**config.mk**
```make
export PLATFORM = sky130hd
export DESIGN_NAME = sram_bus_controller
export DESIGN_NICKNAME = d
export VERILOG_FILES = /design/src/rtl/sram_ctrl_pkg.sv /design/src/rtl/rr_arbiter_2.sv /design/src/rtl/sram_bus_controller.sv
export SDC_FILE = /design/constraint.sdc
export NUM_CORES = 1
export LEC_CHECK = 0
export ABC_AREA = 1
export BUFFER_PORTS_ARGS = -buffer_cell sky130_fd_sc_hd__buf_4
export CORE_AREA = 3 3 106 108
export CTS_BUF_LIST = sky130_fd_sc_hd__clkbuf_2
export DETAILED_ROUTE_END_ITERATION = 8
export DIE_AREA = 0 0 109 111
export HOLD_SLACK_MARGIN = 0.03
export RECOVER_POWER = 25
export SLEW_MARGIN = 20
export SYNTH_ARGS = -nofsm -noshare
export SYNTH_HDL_FRONTEND = slang
export SYNTH_SLANG_ARGS = --single-unit
```
**constraint.sdc**
```tcl
create_clock -name Clk -period 1.4 [get_ports Clk]
set_input_delay 0.14 -clock Clk [delete_from_list [all_inputs] [get_ports Clk]]
set_output_delay 0.14 -clock Clk [all_outputs]
set_load 0.05 [all_outputs]
```
**src/rtl/sram_ctrl_pkg.sv**
```systemverilog
// Shared types for the SRAM bus controller: FSM states, requester index and
// the one-hot helper used to build per-requester strobes.
package sram_ctrl_pkg;

  localparam int NUM_REQ = 2;

  typedef enum logic [2:0] {
    IDLE    = 3'd0,
    SETUP   = 3'd1,
    ACCESS  = 3'd2,
    CAPTURE = 3'd3,
    DONE    = 3'd4
  } state_t;

  typedef logic req_idx_t;

  function automatic logic [NUM_REQ-1:0] idx_to_onehot(input req_idx_t idx);
    logic [NUM_REQ-1:0] oh;
    oh      = {NUM_REQ{1'b0}};
    oh[idx] = 1'b1;
    return oh;
  endfunction

endpackage

```
**src/rtl/rr_arbiter_2.sv**
```systemverilog
// Two-way round-robin arbiter: on a tie the port that did not win last time
// is chosen. Purely combinational; the caller owns the LastGrant register.
module rr_arbiter_2
  import sram_ctrl_pkg::*;
(
  input  logic [NUM_REQ-1:0] Req,
  input  req_idx_t           LastGrant,
  output req_idx_t           Grant,
  output logic               Valid
);

  // Winner selection
  always_comb begin
    Grant = 1'b0;
    Valid = 1'b0;
    case (Req)
      2'b01: begin
        Grant = 1'b0;
        Valid = 1'b1;
      end
      2'b10: begin
        Grant = 1'b1;
        Valid = 1'b1;
      end
      2'b11: begin
        Grant = ~LastGrant;
        Valid = 1'b1;
      end
      default: begin
        Grant = 1'b0;
        Valid = 1'b0;
      end
    endcase
  end

endmodule

```
**src/rtl/sram_bus_controller.sv**
```systemverilog
// Sequences the shared asynchronous SRAM bus for two requesters. All SRAM
// strobes and buffer controls are registered, decoded from the state being entered.
module sram_bus_controller
  import sram_ctrl_pkg::*;
#(
  parameter int AW          = 20,
  parameter int DW          = 16,
  parameter int WAIT_CYCLES = 2
) (
  input  logic               Clk,
  input  logic               Reset,
  input  logic [NUM_REQ-1:0] Req,
  input  logic [NUM_REQ-1:0] Write,
  input  logic [AW-1:0]      Addr0,
  input  logic [AW-1:0]      Addr1,
  input  logic [DW-1:0]      WData0,
  input  logic [DW-1:0]      WData1,
  output logic [NUM_REQ-1:0] Ack,
  output logic [DW-1:0]      RData0,
  output logic [DW-1:0]      RData1,
  output logic [AW-1:0]      SRAM_ADDR,
  output logic               SRAM_CE_N,
  output logic               SRAM_OE_N,
  output logic               SRAM_WE_N,
  output logic               BusWriteEnable,
  output logic [DW-1:0]      BusOut,
  input  logic [DW-1:0]      BusIn
);

  localparam int            CW        = $clog2(WAIT_CYCLES + 1);
  localparam logic [CW-1:0] WAIT_LOAD = CW'(WAIT_CYCLES - 1);
  localparam logic [CW-1:0] CNT_ONE   = CW'(1);
  localparam logic [CW-1:0] CNT_ZERO  = CW'(0);

  state_t             state_r;
  state_t             next_state_s;
  logic [CW-1:0]      wait_cnt_r;
  req_idx_t           grant_idx_r;
  req_idx_t           last_grant_r;
  req_idx_t           arb_grant_s;
  logic               arb_valid_s;
  logic               write_r;
  logic               txn_write_s;
  logic               bus_phase_s;
  logic               ce_n_s;
  logic               oe_n_s;
  logic               we_n_s;
  logic               bwe_s;
  logic [NUM_REQ-1:0] ack_s;

  rr_arbiter_2 u_arb (
    .Req       (Req),
    .LastGrant (last_grant_r),
    .Grant     (arb_grant_s),
    .Valid     (arb_valid_s)
  );

  // Next-state logic
  always_comb begin
    next_state_s = state_r;
    case (state_r)
      IDLE: begin
        if (arb_valid_s) next_state_s = SETUP;
        else             next_state_s = IDLE;
      end
      SETUP: next_state_s = ACCESS;
      ACCESS: begin
        if (wait_cnt_r == CNT_ZERO) next_state_s = CAPTURE;
        else                        next_state_s = ACCESS;
      end
      CAPTURE: next_state_s = DONE;
      DONE:    next_state_s = IDLE;
      default: next_state_s = IDLE;
    endcase
  end

  // Output decode; the direction comes from the arbiter on the grant edge
  always_comb begin
    if (state_r == IDLE) txn_write_s = Write[arb_grant_s];
    else                 txn_write_s = write_r;
    bus_phase_s = (next_state_s == SETUP) || (next_state_s == ACCESS) ||
                  (next_state_s == CAPTURE);
    ce_n_s = ~bus_phase_s;
    oe_n_s = ~(bus_phase_s && !txn_write_s);
    we_n_s = ~(txn_write_s && (next_state_s == ACCESS));
    bwe_s  = bus_phase_s && txn_write_s;
    if (next_state_s == DONE) ack_s = idx_to_onehot(grant_idx_r);
    else                      ack_s = {NUM_REQ{1'b0}};
  end

  // State, wait counter and SRAM/buffer control registers
  always_ff @(posedge Clk) begin
    if (Reset) begin
      state_r        <= IDLE;
      wait_cnt_r     <= CNT_ZERO;
      SRAM_CE_N      <= 1'b1;
      SRAM_OE_N      <= 1'b1;
      SRAM_WE_N      <= 1'b1;
      BusWriteEnable <= 1'b0;
      Ack            <= {NUM_REQ{1'b0}};
    end else begin
      state_r        <= next_state_s;
      SRAM_CE_N      <= ce_n_s;
      SRAM_OE_N      <= oe_n_s;
      SRAM_WE_N      <= we_n_s;
      BusWriteEnable <= bwe_s;
      Ack            <= ack_s;
      if (state_r == SETUP) begin
        wait_cnt_r <= WAIT_LOAD;
      end else if ((state_r == ACCESS) && (wait_cnt_r != CNT_ZERO)) begin
        wait_cnt_r <= wait_cnt_r - CNT_ONE;
      end else begin
        wait_cnt_r <= wait_cnt_r;
      end
    end
  end

  // Transaction latch on grant; LastGrant starts at 1 so port 0 wins the first tie
  always_ff @(posedge Clk) begin
    if (Reset) begin
      grant_idx_r  <= 1'b0;
      last_grant_r <= 1'b1;
      write_r      <= 1'b0;
      SRAM_ADDR    <= {AW{1'b0}};
      BusOut       <= {DW{1'b0}};
    end else if ((state_r == IDLE) && arb_valid_s) begin
      grant_idx_r  <= arb_grant_s;
      last_grant_r <= arb_grant_s;
      write_r      <= Write[arb_grant_s];
      SRAM_ADDR    <= arb_grant_s ? Addr1 : Addr0;
      BusOut       <= arb_grant_s ? WData1 : WData0;
    end else begin
      grant_idx_r  <= grant_idx_r;
      last_grant_r <= last_grant_r;
      write_r      <= write_r;
      SRAM_ADDR    <= SRAM_ADDR;
      BusOut       <= BusOut;
    end
  end

  // Read data capture; BusIn already holds the last ACCESS-cycle sample
  always_ff @(posedge Clk) begin
    if (Reset) begin
      RData0 <= {DW{1'b0}};
      RData1 <= {DW{1'b0}};
    end else if ((state_r == CAPTURE) && !write_r) begin
      if (grant_idx_r) RData1 <= BusIn;
      else             RData0 <= BusIn;
    end else begin
      RData0 <= RData0;
      RData1 <= RData1;
    end
  end

endmodule
```
==> metrics.md, run 1 <==
| Metric | Value |
|---|---|
| R2r worst-path depth | 8 |
| Worst hold path type | input port to register |
| Synth Register Bits | 82 |
| VDD IR max | 0.677 mV |
| Share of layout cells above drive strength 1 | 0.332 |
| TritonCTS clock tree | yes |
| Hold Slack | 0.390 ns |
| Final core utilization | 0.623 |
| Total number of vias | 4433 |
| Wire per inst | 14.1 um |
| Pwr Density | 1130 nW/um2 |
| Inserted Diodes | 0 |
| Mapped Cells | 528 |
| Detailed Route Iter0 Violations | 216 |
| Reg area | 1660 um2 |
| Slew Limit Fails | 0 |
| Post-route minimum period | 1.38 ns |
| Cell taking the most area after synthesis | dfxtp_1 |
| Worst-path clk slew | 0.24 ns |
| Area Growth Syn to Fin | 78.1% |
| Row count | 37 |
| First-pass GRT wire length | 19800 um |
| Syn nets | 623 |
| Kind of critical path | register to register |
| Final net count | 888 |
| Final period util | 0.989 |
| Detailed Place HPWL | 7750 um |
| Finish-stage setup viols | 0 |
| Crit Path Max Fanout | 6 |
| Routed Antenna Nets | 0 |
| Synth top cells by count | 125 x nand2_1, 115 x nor2_1, 82 x dfxtp_1 |
| Slew @ Worst Pin | 0.356 ns |
| Synth area leaders | dfxtp_1 45%, nand2_1 13%, nor2_1 12% |
| Fin Setup TNS | 0 ns |
| Skew final | 0.0199 ns |
| Top cell type's share of synthesized area | 0.455 |
| P_leak | 3.09 nW |
| Area of the multi-input gates | 1750 um2 |
| Fmax | 0.723 GHz |
| Core area | 10300 um2 |
| Drt drc | 0 |
| Fraction of registers with async set/reset | 0 |
| Clock Root Buffer | clkbuf_2 |
| H-tree Lvls | 3 |
| Syn Area/Cell | 6.83 um2 |
| GRT Total Usage | 0.201 |
| CTS buffer count | 9 |
| Remaining Overflow, GRT | 0 |
| Worst Path Arrival | 1.82 ns |
| Synth Flop Type | dfxtp_1 |
| CTS Buffer Depth | 2 |
| Starting Density | 0.350 |
| Number of flops mapped to enable cells by yosys | 0 |
| Die H | 111 um |
| Clk Latency, worst-skew pair | 0.51 ns |
| DIE AREA | 12100 um2 |
| TritonCTS Sinks | 82 |
| DR pass1 iterations | 6 |
| Most frequent cell after synthesis | nand2_1 |
| Slew HR | 0.762 |
| Initial antenna violation count | 0 |
| I/O pins | 168 |
| Unique masters post-synth | 20 |
| Run status | finished, final reports clean |
| Fill cell total of the finished layout | 880 |
| Startpoint types | register |
| Vias in the first global route | 4213 |
| CP Capture Type | register |
| Sequential area share after synthesis | 0.455 |
| Synthesis Warnings | 0 |
| RSZ-0062 raised after global routing | yes |
| CP required | 1.83 ns |
| Fin. Hold Viols | 0 |
| Placer Congestion | 0.812 |
| Max-cap violations | 0 |
| Pin count of the biggest net entering global routing | 46 |
| Vias per Instance | 4.75 |
| Die width | 109 um |
| PortBufs | 167 |
| Cell Area, Synth | 3610 um2 |
| DRT Wirelength | 13100 um |
| Worst hold path cell count | 3 |
final timing paths:
path | startpoint | end | slack (ns)
worst max-delay path | state_r[2]$_SDFF_PP0_ | SRAM_ADDR[11]$_SDFFE_PP0P_ | 0.02
worst max register to register | state_r[2]$_SDFF_PP0_ | SRAM_ADDR[11]$_SDFFE_PP0P_ | 0.02
worst min register to register | wait_cnt_r[1]$_SDFFE_PP0P_ | wait_cnt_r[1]$_SDFFE_PP0P_ | 0.48
worst min-delay path | Reset | grant_idx_r$_SDFFE_PP0P_ | 0.39
routing by layer:
metal | vias to the layer above | GRT usage | part of all wire
met2 | 203 | 0.318 | 0.47
met5 | - | 0 | 0
met3 | 36 | 0.0670 | 0.083
li1 | 2197 | - | -
met4 | 0 | 0.0867 | 0.032
met1 | 1997 | 0.247 | 0.42
layout by cell type (no fill, tap or decap):
cell           synthesis  layout
nand2_4                0      10
dfxtp_2                0      10
a21oi_1               38      38
nor2_4                 2       5
nand3_2                2       2
buf_4                  1     182
buf_12                 0       3
nand3b_1               1       1
inv_1                 47      47
clkinv_1               2       2
dlygate4sd3_1          0      93
clkbuf_2               0       9
dfxtp_4                0       1
nand2_2                0       9
inv_6                  0       2
clkinvlp_4             0       4
dfxtp_1               82      71
nand4_1               34      34
buf_6                  6       5
o21ai_1               14      15
nor2_2                 1      16
o21ai_0               23      21
nor2_1               115      97
clkbuf_16              0       5
nand3_1                7       7
ha_1                   1       1
bufinv_16              0       1
nand2_1              125     106
o21ai_2                0       1
kinds of logic after synthesis:
logic type	Yosys count	share of synthesized area
and+or+nand+nor	287	0.334
buffers and inverters	83	0.104
DFF	82	0.455
adders and majority gates	1	0.00347
AOI/OAI and AO/OA	75	0.104
flip-flops by register name, indices dropped and copies added, names as in the netlist:
| name | cells |
|---|---|
| write_r | 1 |
| wait_cnt_r | 2 |
| SRAM_WE_N | 1 |
| SRAM_OE_N | 1 |
| RData0 | 16 |
| RData1 | 16 |
| BusWriteEnable | 1 |
| BusOut | 16 |
| SRAM_CE_N | 1 |
| grant_idx_r | 1 |
| SRAM_ADDR | 20 |
| last_grant_r | 1 |
| state_r | 3 |
| Ack | 2 |
report_power, final:
group	internal (mW)	total, mW	switching, mW
clock	0.422	1.31	0.886
sequential	2.60	2.75	0.152
combinational	1.28	3.21	1.93
total	4.30	7.27	2.97
timing repair:
action	CTS	global route
setup endpoints to repair	0	65
hold buffers	93	0
buffers inserted	0	6
endpoints found under the hold margin	77	0
gates resized for setup	0	66
through the flow:
stage | setup WS (ns) | cell area, um2 | std cells | power [mW]
floorplan | 0.211 | 3610 | 528 | 4.46
global placement | 0.107 | 5000 | 812 | 5.24
detailed placement | 0.0494 | 5000 | 812 | 5.27
CTS | 0.0276 | 6050 | 921 | 6.79
global route | -0.0738 | 6430 | 934 | 7.69
finish | 0.0159 | 6430 | 934 | 7.27
critical path: stages, from the launching register on:
cell and delay, ns:
dfxtp_4 0.41, nor2_4 0.14, nand2_4 0.08, nor2_4 0.15
buf_6 0.16, clkbuf_16 0.17, nand2_2 0.05, nor2_1 0.11
nor2_1 0.05
final cells by class:
type / instances / area share
clock buffers: 9 / 0.00701
clock inverters: 7 / 0.0121
inverters: 49 / 0.0286
multi-input cells: 363 / 0.273
flip-flops and latches: 82 / 0.258
well taps: 136 / 0.0265
repair buffers: 288 / 0.395
Power figures use the tool's default switching activity.
==> inputs of run 2 (changes only) <==
Settings changed: ABC_CLOCK_PERIOD_IN_PS set to 1400, CTS_BUF_LIST sky130_fd_sc_hd__clkbuf_2 to sky130_fd_sc_hd__clkbuf_8.
==> run 2 against run 1 <==
  * Sequential cell count unchanged
  * Utilization shrank 11 points
  * Clock skew is 0.013 ns lower
  * Power fell by 1.9%
  * Maximum frequency is 3.9% higher
  * Via count shrank 12%
  * Count of clock-buffer cells in the layout did not move
  * Combinational power decreased by 17%
  * Highest routed layer unchanged
==> metrics.md, run 2 (synthesis results as in run 1) <==
| Metric | Value |
|---|---|
| Vias in the first global route | 3516 (-17%) |
| Fin. Hold Viols | 0 (unchanged) |
| Worst hold path cell count | 3 (unchanged) |
| Die H | 111 um (unchanged) |
| TritonCTS Sinks | 82 (unchanged) |
| Placer Congestion | 0.812 (unchanged) |
| Placed cells | 812 (unchanged) |
| Pin count of the biggest net entering global routing | 46 (unchanged) |
| H-tree Lvls | 3 (unchanged) |
| Met2 wire len | 4940 um (-19%) |
| CP required | 1.65 ns (-0.18 ns) |
| VDD IR max | 0.622 mV (-8.0%) |
| Initial antenna violation count | 0 (unchanged) |
| First-pass GRT wire length | 16700 um (-16%) |
| Final period util | 0.952 (-0.0370) |
| RSZ-0062 raised after global routing | yes |
| Post-route minimum period | 1.33 ns (-0.0518 ns) |
| R2r worst-path depth | 8 (unchanged) |
| Most common cell after layout, fill and taps aside | buf_4 |
| Area Growth Syn to Fin | 46.5% |
| Remaining Overflow, GRT | 0 (unchanged) |
| Drt drc | 0 (unchanged) |
| Starting Density | 0.350 (unchanged) |
| DRT Wirelength | 11000 um (-16%) |
| Die width | 109 um (unchanged) |
| Hold endpoint | RData0[0]$_SDFFE_PP0P_ |
| Fmax | 0.751 GHz (+3.9%) |
| Non-Filler Instances | 836 (-10%) |
| R2R Setup Slk | 0.07 ns (+0.05 ns) |
| CTS buffer count | 9 (unchanged) |
| Inserted Diodes | 0 (unchanged) |
| Vias per Instance | 4.64 (-2.1%) |
| Run status | finished, final reports clean |
| Final core utilization | 0.512 (-0.111) |
| Slew HR | 0.764 (+0.00130) |
| Detailed Place HPWL | 7750 um (unchanged) |
| Startpoint types | register |
| Commonest non-fill, non-tap cells in the layout | 154 x buf_4, 123 x nand2_1, 114 x nor2_1 |
| Worst hold path type | input port to register |
| Slew @ Worst Pin | 0.354 ns (-0.00194 ns) |
| Final net count | 790 (-11%) |
| P_leak | 2.66 nW (-14%) |
| Worst hold start | BusIn[0] |
| Routed Antenna Nets | 0 (unchanged) |
| GRT Total Usage | 0.170 (-0.0316) |
| Clk Latency, worst-skew pair | 0.34 ns (-0.17 ns) |
| Finish-stage setup viols | 0 (unchanged) |
| Detailed Route Iter0 Violations | 134 (-38%) |
| TritonCTS clock tree | yes |
| Top Layer Used | met4 |
| Max FFs per register | 20 (unchanged) |
| CP Capture Type | register |
| Total Power | 7.13 mW (-1.9%) |
| I/O pins | 168 (unchanged) |
| Final instance area | 5290 um2 (-18%) |
| R2r endpoint | BusOut[14]$_SDFFE_PP0P_ |
| Total number of vias | 3883 (-12%) |
| Fill cell total of the finished layout | 1032 (+17%) |
| Hold Slack | 0.0790 ns (-0.311 ns) |
| Crit Path Max Fanout | 11 (+5) |
| Kind of critical path | register to register |
| Clock Root Buffer | clkbuf_8 |
| PortBufs | 167 (unchanged) |
| Skew final | 0.00666 ns (-0.0132 ns) |
| DIE AREA | 12100 um2 (unchanged) |
| Core area | 10300 um2 (unchanged) |
| Placed Area | 5000 um2 (unchanged) |
| Metal-1 WL | 4710 um (-14%) |
| DR pass1 iterations | 7 (+1) |
| Worst Path Arrival | 1.58 ns (-0.24 ns) |
| CTS Buffer Depth | 2 (unchanged) |
| Pwr Density | 1350 nW/um2 (+19%) |
| Max-cap violations | 0 (unchanged) |
| Reg with most FFs | SRAM_ADDR |
| Wire per inst | 13.1 um (-6.7%) |
| Met3 Wirelength | 1220 um (+12%) |
| Worst-path clk slew | 0.09 ns (-0.15 ns) |
| Row count | 37 (unchanged) |
| Slew Limit Fails | 0 (unchanged) |
| Reg2reg start | state_r[2]$_SDFF_PP0_ |
| Share of layout cells above drive strength 1 | 0.306 (-0.0264) |
-- run 2: power by group --
group	internal, mW	switching [mW]
combinational	0.922	1.73
clock	0.836	0.905
sequential	2.59	0.146
total	4.35	2.78
-- run 2: worst max-delay path by stage --
| stage | cells past startpoint | start | end | slack [ns] |
|---|---|---|---|---|
| final | 8 | state_r[2]$_SDFF_PP0_ | BusOut[14]$_SDFFE_PP0P_ | 0.07 |
| after floorplan | 8 | state_r[2]$_SDFF_PP0_ | BusOut[10]$_SDFFE_PP0P_ | 0.21 |
| after global routing | 8 | state_r[2]$_SDFF_PP0_ | SRAM_ADDR[15]$_SDFFE_PP0P_ | -0.04 |
| after global placement | 7 | state_r[2]$_SDFF_PP0_ | SRAM_ADDR[15]$_SDFFE_PP0P_ | 0.11 |
| after CTS | 7 | state_r[2]$_SDFF_PP0_ | SRAM_ADDR[13]$_SDFFE_PP0P_ | 0.04 |
| after detailed placement | 7 | state_r[2]$_SDFF_PP0_ | SRAM_ADDR[13]$_SDFFE_PP0P_ | 0.05 |
-- run 2: cell type report --
cell class,count,area (um2),area share
Sequential cell,82,1640,0.311
Multi-Input combinational cell,363,1610,0.304
Timing Repair Buffer,190,1480,0.280
Inverter,49,184,0.0348
Tap cell,136,170,0.0322
Clock buffer,9,124,0.0234
Clock inverter,7,77.6,0.0147
-- run 2: layer usage --
layer | vias up | global-route usage
li1 | 2003 | -
met1 | 1721 | 0.215
met2 | 149 | 0.263
met3 | 10 | 0.0711
met4 | 0 | 0.0480
met5 | - | 0
-- run 2: timing repair --
action	CTS	global route
setup buffers	0	3
hold buffers	1	0
endpoints found under the hold margin	5	0
resized for setup	0	5
endpoints found under the setup margin	0	42
-- run 2: metrics by stage --
stage,worst slack [ns],setup TNS [ns]
finish,0.0677,0
global route,-0.0372,-0.737
CTS,0.0367,0
detailed placement,0.0494,0
global placement,0.107,0
floorplan,0.211,0
-- run 2: critical path, stage by stage (launching register included) --
cell and delay, ns:
dfxtp_2 0.36, nor2_4 0.13, nand2_2 0.09, nor2_4 0.15, buf_6 0.15, clkbuf_16 0.16
nand2_1 0.05, nor2_1 0.09, nor2_1 0.05
==> inputs of run 3 (changes only) <==
Settings changed: SETUP_SLACK_MARGIN set to 0.5.
==> run 3 against run 2 <==
  * Sequential power is 4% higher
  * Highest routed layer unchanged
  * Die area stayed put
  * Clock skew is 0.0021 ns higher
  * Hold slack worse by 0.075 ns
  * Critical path type unchanged
  * Combinational power is 14% higher
  * Sequential share of layout area is 2.8 points lower
==> metrics.md, run 3 (synthesis results as in run 1) <==
| Metric | Value |
|---|---|
| Routed Antenna Nets | 0 (unchanged) |
| First-pass GRT wire length | 19100 um (+14%) |
| Fmax | 0.775 GHz (+3.3%) |
| Clock Root Buffer | clkbuf_8 |
| Startpoint types | register |
| Total number of vias | 4085 (+5.2%) |
| Fin Setup TNS | 0 ns (unchanged) |
| Pwr Density | 1270 nW/um2 (-5.9%) |
| Max-cap violations | 0 (unchanged) |
| Fin. Hold Viols | 0 (unchanged) |
| Reg with most FFs | SRAM_ADDR |
| Crit Path Max Fanout | 8 (-3) |
| Max FFs per register | 20 (unchanged) |
| Placer Congestion | 0.816 (+0.50%) |
| Detailed Place HPWL | 7880 um (+1.6%) |
| VDD IR max | 0.687 mV (+10%) |
| Skew final | 0.00876 ns (+0.00211 ns) |
| Area Growth Syn to Fin | 72.3% |
| R2r worst-path depth | 6 (-2) |
| Pin count of the biggest net entering global routing | 33 (-28%) |
| RSZ-0062 raised after global routing | yes |
| Non-Filler Instances | 871 (+4.2%) |
| Starting Density | 0.350 (unchanged) |
| I/O pins | 168 (unchanged) |
| Final net count | 825 (+4.4%) |
| Finish-stage setup viols | 0 (unchanged) |
| Clk Latency, worst-skew pair | 0.35 ns (about the same) |
| Worst hold start | Reset |
| P_leak | 3.02 nW (+14%) |
| DIE AREA | 12100 um2 (unchanged) |
| Detailed Route Iter0 Violations | 160 (+19%) |
| Kind of critical path | register to register |
| Worst hold path cell count | 2 (-1) |
| Total Power | 7.89 mW (+11%) |
| Vias per Instance | 4.69 (+0.97%) |
| Die width | 109 um (unchanged) |
| Most common cell after layout, fill and taps aside | buf_4 |
| Core area | 10300 um2 (unchanged) |
| Hold endpoint | grant_idx_r$_SDFFE_PP0P_ |
| Drt drc | 0 (unchanged) |
| Worst Path Arrival | 1.52 ns (-0.06 ns) |
| DR pass1 iterations | 4 (-3) |
| Vias in the first global route | 3995 (+14%) |
| Slew HR | 0.659 (-0.104) |
| Final instance area | 6220 um2 (+18%) |
| TritonCTS Sinks | 82 (unchanged) |
| CP required | 1.63 ns (-0.02 ns) |
| CTS buffer count | 9 (unchanged) |
| Commonest non-fill, non-tap cells in the layout | 132 x buf_4, 110 x nor2_1, 100 x nand2_1 |
| Die H | 111 um (unchanged) |
| Remaining Overflow, GRT | 0 (unchanged) |
| Placed Area | 5080 um2 (+1.7%) |
| Wire per inst | 13.8 um (+5.4%) |
| DRT Wirelength | 12100 um (+9.9%) |
| Worst hold path type | input port to register |
| CTS Buffer Depth | 2 (unchanged) |
| R2R Setup Slk | 0.11 ns (+0.04 ns) |
| TritonCTS clock tree | yes |
| Run status | finished, final reports clean |
| H-tree Lvls | 3 (unchanged) |
| Slew Limit Fails | 0 (unchanged) |
| Inserted Diodes | 0 (unchanged) |
| CP Capture Type | register |
| Row count | 37 (unchanged) |
| PortBufs | 167 (unchanged) |
| GRT Total Usage | 0.196 (+0.0257) |
| Share of layout cells above drive strength 1 | 0.502 (+0.196) |
| Final period util | 0.921 (-0.0303) |
| Reg2reg start | state_r[2]$_SDFF_PP0_ |
| Post-route minimum period | 1.29 ns (-0.0424 ns) |
| Worst-path clk slew | 0.08 ns (about the same) |
| R2r endpoint | RData1[10]$_SDFFE_PP0P_ |
| Slew @ Worst Pin | 0.510 ns (+0.156 ns) |
| Initial antenna violation count | 0 (unchanged) |
| Placed cells | 817 (+0.62%) |
[run 3: cell types whose count changed in the layout (fill, tap and decap cells not counted), moves of 21 or more]
cell     previous run  this run
nand2_1           123       100
buf_8               0        35
nand2_2             2        23
dfxtp_2             1        73
buf_4             154       132
dfxtp_1            81         3
[run 3: where the power goes]
group	internal (mW)	switching (mW)
registers	2.65	0.216
logic	1.22	1.80
clock network	1.11	0.897
total	4.98	2.91
[run 3: critical path: stages, from the launching register on]
cell	delay, ns
dfxtp_4	0.36
buf_4	0.15
nor2_4	0.14
buf_12	0.17
nand3_4	0.16
nand2_1	0.13
a21oi_2	0.05
[run 3: layer usage]
| layer | routed length [um] | GRT usage | part of all wire | vias to the layer above |
|---|---|---|---|---|
| li1 | - | - | - | 2083 |
| met1 | 4840 | 0.227 | 0.40 | 1834 |
| met2 | 5840 | 0.327 | 0.48 | 155 |
| met3 | 1210 | 0.0879 | 0.10 | 13 |
| met4 | 161 | 0.0446 | 0.013 | 0 |
| met5 | 0 | 0 | 0 | - |
[run 3: how the worst max path moves through the flow]
stage	cells after the start	slack, ns	endpoint	start
after global routing	8	0.05	BusOut[9]$_SDFFE_PP0P_	state_r[2]$_SDFF_PP0_
after global placement	7	0.13	BusOut[10]$_SDFFE_PP0P_	state_r[2]$_SDFF_PP0_
final	6	0.11	RData1[10]$_SDFFE_PP0P_	state_r[2]$_SDFF_PP0_
after detailed placement	5	0.09	RData1[4]$_SDFFE_PP0P_	state_r[1]$_SDFF_PP0_
after floorplan	8	0.23	BusOut[10]$_SDFFE_PP0P_	state_r[2]$_SDFF_PP0_
after CTS	7	0.14	grant_idx_r$_SDFFE_PP0P_	state_r[2]$_SDFF_PP0_
[run 3: what timing repair did]
| action | in CTS | in global routing |
|---|---|---|
| gates resized for setup | 208 | 71 |
| endpoints found under the hold margin | 4 | 4 |
| buffers inserted | 12 | 17 |
| pin swaps | 1 | 18 |
| setup endpoints to repair | 155 | 156 |
| cloned | 6 | 3 |
[run 3: metrics by stage]
step           hold slack, ns   util  worst slack [ns]
3_3_place_gp            0.366  0.492             0.135
4_1_cts              -0.00225  0.596             0.143
6_report              0.00385  0.602             0.110
2_1_floorplan           0.295      -             0.229
3_5_place_dp            0.379  0.492            0.0882
5_1_grt               -0.0232  0.602            0.0454
[run 3: final cells by class]
class	count	area (um2)
multi-input cells	365	1800
flip-flops and latches	82	1760
clock buffers	11	151
repair buffers	223	2070
clock inverters	5	86.3
fillers	884	4110
well taps	136	170
inverters	49	190
